===== src/rtl/bsg_link_sdr_upstream_ctrl.sv =====
// Upstream SDR link sequencer: PHY reset, clock-only training, then credit-gated beats; 1-cycle data/token latency.
// Backpressure: core_ready_o drops combinationally when credits hit 0 or link_enable_i falls.
module bsg_link_sdr_upstream_ctrl #(
  parameter int width_p             = 16,
  parameter int max_credits_p       = 16,
  parameter int credit_decimation_p = 4,
  parameter int phy_reset_cycles_p  = 8,
  parameter int train_cycles_p      = 32
) (
  input  logic                                 clk_i,
  input  logic                                 reset_n_i,
  input  logic                                 link_enable_i,
  input  logic                                 core_v_i,
  input  logic [width_p-1:0]                   core_data_i,
  output logic                                 core_ready_o,
  input  logic                                 token_i,
  output logic                                 phy_reset_o,
  output logic                                 phy_v_o,
  output logic [width_p-1:0]                   phy_data_o,
  output logic                                 link_up_o,
  output logic [$clog2(max_credits_p+1)-1:0]   credits_o,
  output logic                                 error_o
);

  localparam int credit_w_lp = $clog2(max_credits_p + 1);
  localparam int cnt_max_lp  = (phy_reset_cycles_p > train_cycles_p) ? phy_reset_cycles_p
                                                                      : train_cycles_p;
  localparam int cnt_w_lp    = $clog2(cnt_max_lp + 1);

  localparam logic [credit_w_lp-1:0] max_credits_lp  = credit_w_lp'(max_credits_p);
  localparam logic [credit_w_lp:0]   max_ext_lp      = (credit_w_lp + 1)'(max_credits_p);
  localparam logic [credit_w_lp:0]   decimation_lp   = (credit_w_lp + 1)'(credit_decimation_p);
  localparam logic [cnt_w_lp-1:0]    phy_reset_ld_lp = cnt_w_lp'(phy_reset_cycles_p - 1);
  localparam logic [cnt_w_lp-1:0]    train_ld_lp     = cnt_w_lp'(train_cycles_p - 1);

  typedef enum logic [1:0] {
    DISABLED  = 2'd0,
    PHY_RESET = 2'd1,
    TRAIN     = 2'd2,
    ACTIVE    = 2'd3
  } state_e;

  state_e                   r_state;
  state_e                   w_state_nxt;
  logic [cnt_w_lp-1:0]      r_cnt;
  logic [cnt_w_lp-1:0]      w_cnt_nxt;
  logic [credit_w_lp-1:0]   r_credits;
  logic [credit_w_lp-1:0]   w_credits_nxt;
  logic                     r_error;
  logic                     w_error_nxt;
  logic                     r_phy_reset;
  logic                     r_phy_v;
  logic [width_p-1:0]       r_phy_data;
  logic                     r_link_up;

  logic                     w_core_ready;
  logic                     w_hs;
  logic [credit_w_lp:0]     w_hs_ext;
  logic [credit_w_lp:0]     w_token_ext;
  logic [credit_w_lp:0]     w_credit_sum;

  // Ready never looks at core_v_i, so the core may wait on it without a comb loop.
  assign w_core_ready = link_enable_i & (r_state == ACTIVE) & (r_credits != '0);
  assign w_hs         = core_v_i & w_core_ready;

  assign w_hs_ext     = {{credit_w_lp{1'b0}}, w_hs};
  assign w_token_ext  = token_i ? decimation_lp : '0;
  // One bit wider so a token arriving at full credit is seen as overflow, not wrap.
  assign w_credit_sum = {1'b0, r_credits} - w_hs_ext + w_token_ext;

  always_comb begin
    w_state_nxt   = r_state;
    w_cnt_nxt     = r_cnt;
    w_credits_nxt = r_credits;
    w_error_nxt   = r_error;

    if (!link_enable_i) begin
      w_state_nxt   = DISABLED;
      w_credits_nxt = max_credits_lp;
    end else begin
      case (r_state)
        DISABLED: begin
          w_state_nxt   = PHY_RESET;
          w_cnt_nxt     = phy_reset_ld_lp;
          w_credits_nxt = max_credits_lp;
        end
        PHY_RESET: begin
          w_credits_nxt = max_credits_lp;
          if (r_cnt == '0) begin
            w_state_nxt = TRAIN;
            w_cnt_nxt   = train_ld_lp;
          end else begin
            w_cnt_nxt   = r_cnt - 1'b1;
          end
        end
        TRAIN: begin
          w_credits_nxt = max_credits_lp;
          if (r_cnt == '0) begin
            w_state_nxt = ACTIVE;
          end else begin
            w_cnt_nxt   = r_cnt - 1'b1;
          end
        end
        ACTIVE: begin
          if (w_credit_sum > max_ext_lp) begin
            w_credits_nxt = max_credits_lp;
            w_error_nxt   = 1'b1;
          end else begin
            w_credits_nxt = w_credit_sum[credit_w_lp-1:0];
          end
        end
        default: begin
          w_state_nxt   = DISABLED;
          w_credits_nxt = max_credits_lp;
        end
      endcase
    end
  end

  always_ff @(posedge clk_i or negedge reset_n_i) begin
    if (!reset_n_i) begin
      r_state     <= DISABLED;
      r_cnt       <= '0;
      r_credits   <= max_credits_lp;
      r_error     <= 1'b0;
      r_phy_reset <= 1'b1;
      r_phy_v     <= 1'b0;
      r_phy_data  <= '0;
      r_link_up   <= 1'b0;
    end else begin
      r_state     <= w_state_nxt;
      r_cnt       <= w_cnt_nxt;
      r_credits   <= w_credits_nxt;
      r_error     <= w_error_nxt;
      r_phy_reset <= (w_state_nxt == DISABLED) || (w_state_nxt == PHY_RESET);
      r_link_up   <= (w_state_nxt == ACTIVE);
      r_phy_v     <= w_hs;
      if (w_hs) begin
        r_phy_data <= core_data_i;
      end
    end
  end

  assign core_ready_o = w_core_ready;
  assign phy_reset_o  = r_phy_reset;
  assign phy_v_o      = r_phy_v;
  assign phy_data_o   = r_phy_data;
  assign link_up_o    = r_link_up;
  assign credits_o    = r_credits;
  assign error_o      = r_error;

endmodule

===== config.mk =====
export PLATFORM = sky130hd
export DESIGN_NAME = bsg_link_sdr_upstream_ctrl
export DESIGN_NICKNAME = d
export VERILOG_FILES = /design/src/rtl/bsg_link_sdr_upstream_ctrl.sv
export SDC_FILE = /design/constraint.sdc
export NUM_CORES = 1
export LEC_CHECK = 0
export BUFFER_PORTS_ARGS = -buffer_cell sky130_fd_sc_hd__clkbuf_2
export CAP_MARGIN = 40
export CORE_MARGIN = 8
export CORE_UTILIZATION = 35
export DETAILED_ROUTE_END_ITERATION = 6
export SYNTH_ARGS = -nofsm -noshare
export SYNTH_HDL_FRONTEND = slang
export SYNTH_SLANG_ARGS = --single-unit
export TNS_END_PERCENT = 50

===== constraint.sdc =====
create_clock -name clk_i -period 6.67 [get_ports clk_i]
set_input_delay 0 -clock clk_i [delete_from_list [all_inputs] [get_ports clk_i]]
set_output_delay 0 -clock clk_i [all_outputs]
set_load 0.01 [all_outputs]

==> flow_metrics.env <==
export IMPL_clk_path_buf_depth=2
export IMPL_synth_async_reset_ratio_pct=100.0
export IMPL_ir_drop_mv=0.1283
export IMPL_power_switching_mw=0.1320
export IMPL_wirelength_mm=3.860
export IMPL_clockRootBuffer="clkbuf_8"
export IMPL_drc=0
export IMPL_synth_edff_count=0
export IMPL_ys_warn_count=0
export IMPL_dpl_hpwl_mm=2.874
export IMPL_netlist_instances=146
export IMPL_routed_via_count=1317
export IMPL_clk_pin_slew_worst_paths_ps=70
export IMPL_grtUsageMet1_pct=12.46
export IMPL_startpoint="r_state[1]"
export IMPL_utilization_pct=48.97
export IMPL_final_layout_size_suffix_gt1_share_pct=37.79
export IMPL_boundaryPins=47
export IMPL_syn_to_final_growth_pct=33.98
export IMPL_clock_fmax_mhz=325.9
export IMPL_finalWorstPathRequiredPeriod_ps=3069
export IMPL_criticalPathCategory="reg2reg"
export IMPL_met2_usage_pct=18.13
export IMPL_p_per_area_nw_per_um2=210.2
export IMPL_dieArea_um2=7516
export IMPL_dr_pass1_iters=4
export IMPL_setup_tns_ps=0
export IMPL_leakagePower_nw=1.246
export IMPL_internal_power_mw=0.3606
export IMPL_avgRoutedWirePerCell_um=13.59
export IMPL_synthTopCellsByArea="dfrtp_1, ha_1, mux2_4, mux2_2, inv_1"
export IMPL_cts_tree="yes"
export IMPL_ys_types=40
export IMPL_grt_overflow=0
export IMPL_yosysTopAreaCell="dfrtp_1"
export IMPL_start_util_pct=36.55
export IMPL_drtIter0Drc=34
export IMPL_nets=250
export IMPL_use_met3_pct=4.820
export IMPL_die_w_um=86.70
export IMPL_p_comb_share_pct=18.9
export IMPL_r2r_start="r_state[1]"
export IMPL_setup_violations=0
export IMPL_first_global_vias=1347
export IMPL_hp_class="in2reg"
export IMPL_endpoint_kind="flip-flop"
export IMPL_synth_nets=180
export IMPL_synth_area_per_cell_um2=11.98
export IMPL_hold_start="link_enable_i"
export IMPL_n_antenna_cell=0
export IMPL_worstPathRequired_ps=6830
export IMPL_rsz0062_at_grt="no"
export IMPL_r2r_setup_slack_ps=3600
export IMPL_grt_antenna_before_repair=0
export IMPL_grt_start_max_net_pins=28
export IMPL_synth_ff_type="dfrtp_1"
export IMPL_ant_nets=0
export IMPL_pwr_share_clk_pct=33.9
export IMPL_status="complete, no violations"
export IMPL_tightest_slew_ps=459.4
export IMPL_p_sw_share_pct=26.79
export IMPL_cp_start_kind="flip-flop"
export IMPL_grt_pass1_wl_mm=6.389
export IMPL_routabilityCongestion=0.7971
export IMPL_syn_area_um2=1749
export IMPL_power_frac_seq_pct=47.2
export IMPL_htree_levels=2
export IMPL_worstPathArrival_ps=3230
export IMPL_insertion_delay_ps=280
export IMPL_slew_violations=0
export IMPL_synth_seq_cells=33
export IMPL_grt_busiest_layer="met2"
export IMPL_die_y_um=86.70
export IMPL_finalClockSkew_ps=4.341
export IMPL_max_slew_margin_pct=69.15
export IMPL_track_usage_pct=10.97
export IMPL_cts_inserted_buffers=5
export IMPL_maxCapViolCount=0
export IMPL_core_um2=4786
export IMPL_finalCritPeriodShare_pct=46.01
export IMPL_fillCellCount=459
export IMPL_cp_max_fo=17
export IMPL_postCtsSetupRepairBufs=0
export IMPL_hold_viol=0
export IMPL_portBuffers=46
export IMPL_rows=25
export IMPL_via_per_inst=4.637
export IMPL_power_mw=0.4926
export IMPL_yosysSeqAreaShare_pct=47.35
export IMPL_netlist_area_leader_share_pct=44.35
export IMPL_cts_num_sinks=33
==> power groups by stage <==
stage	Sequential (mW)	Clock (mW)	Combinational, mW
2_1_floorplan	0.240	0	0.0456
3_3_place_gp	0.236	0	0.0842
3_5_place_dp	0.236	0	0.0861
4_1_cts	0.233	0.172	0.0945
5_1_grt	0.235	0.178	0.104
6_report	0.233	0.167	0.0930
==> cell usage in the layout, fill, tap and decap left out, types with 2 or more instances in the layout <==
cell,netlist,layout
o21ai_0,4,4
dfstp_2,2,2
nand2_4,2,2
mux2_4,9,9
inv_1,18,18
clkbuf_8,0,7
dlygate4sd3_1,0,17
nand2_1,4,4
a21o_1,2,2
clkbuf_2,0,46
nor4_1,2,2
a21oi_1,6,6
dfrtp_1,31,31
o32a_1,2,2
nand2b_1,2,2
nor3_1,6,6
xnor2_1,3,3
mux2_2,7,7
ha_1,12,12
nand3_1,2,2
nor2_1,10,10
==> metrics by stage <==
stage	cells	hold WS (ps)	area (µm²)	setup slack, ps
CTS	284	6.151	2344	3561
global route	284	32.13	2344	3389
detailed placement	259	-130.2	2072	3576
floorplan	146	-295.6	1749	3750
finish	284	13.51	2344	3601
global placement	258	146.4	2052	3664
==> path summary, 6_finish.rpt <==
path | to | cells after the start
setup / recovery | error_o | 13
hold / removal | r_state[0] | 3
setup reg to reg | error_o | 13
hold reg to reg | phy_data_o[3] | 1
max in group asynchronous | phy_reset_o | 3
min in group asynchronous | r_cnt[3] | 2
==> what timing repair did <==
item,4_1_cts,5_1_grt
hold endpoints to repair,47,0
hold buffers,17,0
setup endpoints to repair,0,0
resized for setup,0,0
==> layer usage <==
layer / wire length [µm] / part of all wire, %
met2: 1975 / 51
met3: 212 / 5.5
met5: 0 / 0
met1: 1651 / 43
met4: 21 / 0.54
==> cell families (layout without fill, tap and decap cells) <==
kind of cell,after synthesis,after routing,share of synthesized area [%]
AO/OA/AOI/OAI,26,26,11.95
buffers and inverters,19,90,4.506
AND/OR/NAND/NOR,36,36,12.73
multiplexers,16,16,12.23
adder cells (fa/ha/maj),13,13,9.728
XOR/XNOR,3,3,1.502
flip-flops,33,33,47.35
==> synth_stat cells (2+ instances only) <==
cell and count:
dfstp_2 2, ha_1 12, nand2_4 2, inv_1 18, o32a_1 2, mux2_4 9, a21oi_1 6, nor3_1 6
dfrtp_1 31, nor2_1 10, nand2_1 4, nand2b_1 2, mux2_2 7, a21o_1 2, nand3_1 2, o21ai_0 4
xnor2_1 3, nor4_1 2
==> registers in the layout, indices dropped and copies added (netlist names) <==
register     cells
credits_o        5
error_o          1
link_up_o        1
r_state          2
phy_data_o      16
phy_v_o          1
r_cnt            6
phy_reset_o      1
==> final cells by class <==
class	instances	area, µm²	share of cell area, %
Clock buffer	7	96.34	4.111
Timing Repair Buffer	64	420.4	17.94
Tap cell	67	83.83	3.577
Clock inverter	1	5.005	0.2136
Multi-Input combinational cell	94	842.1	35.93
Inverter	18	67.56	2.883
Sequential cell	33	828.3	35.34
==> critical path: stages (launching register included) <==
cell and delay [ps]:
dfrtp_1 470, ha_1 280, nand2_4 100, a21oi_4 160, nand2_4 200, inv_1 120
ha_1 140, inv_1 40, ha_1 190, fa_1 400, a21o_1 200, a21oi_2 180
nor3_1 70, a2111o_1 390
Note: power is estimated with default switching activity, not from simulation.
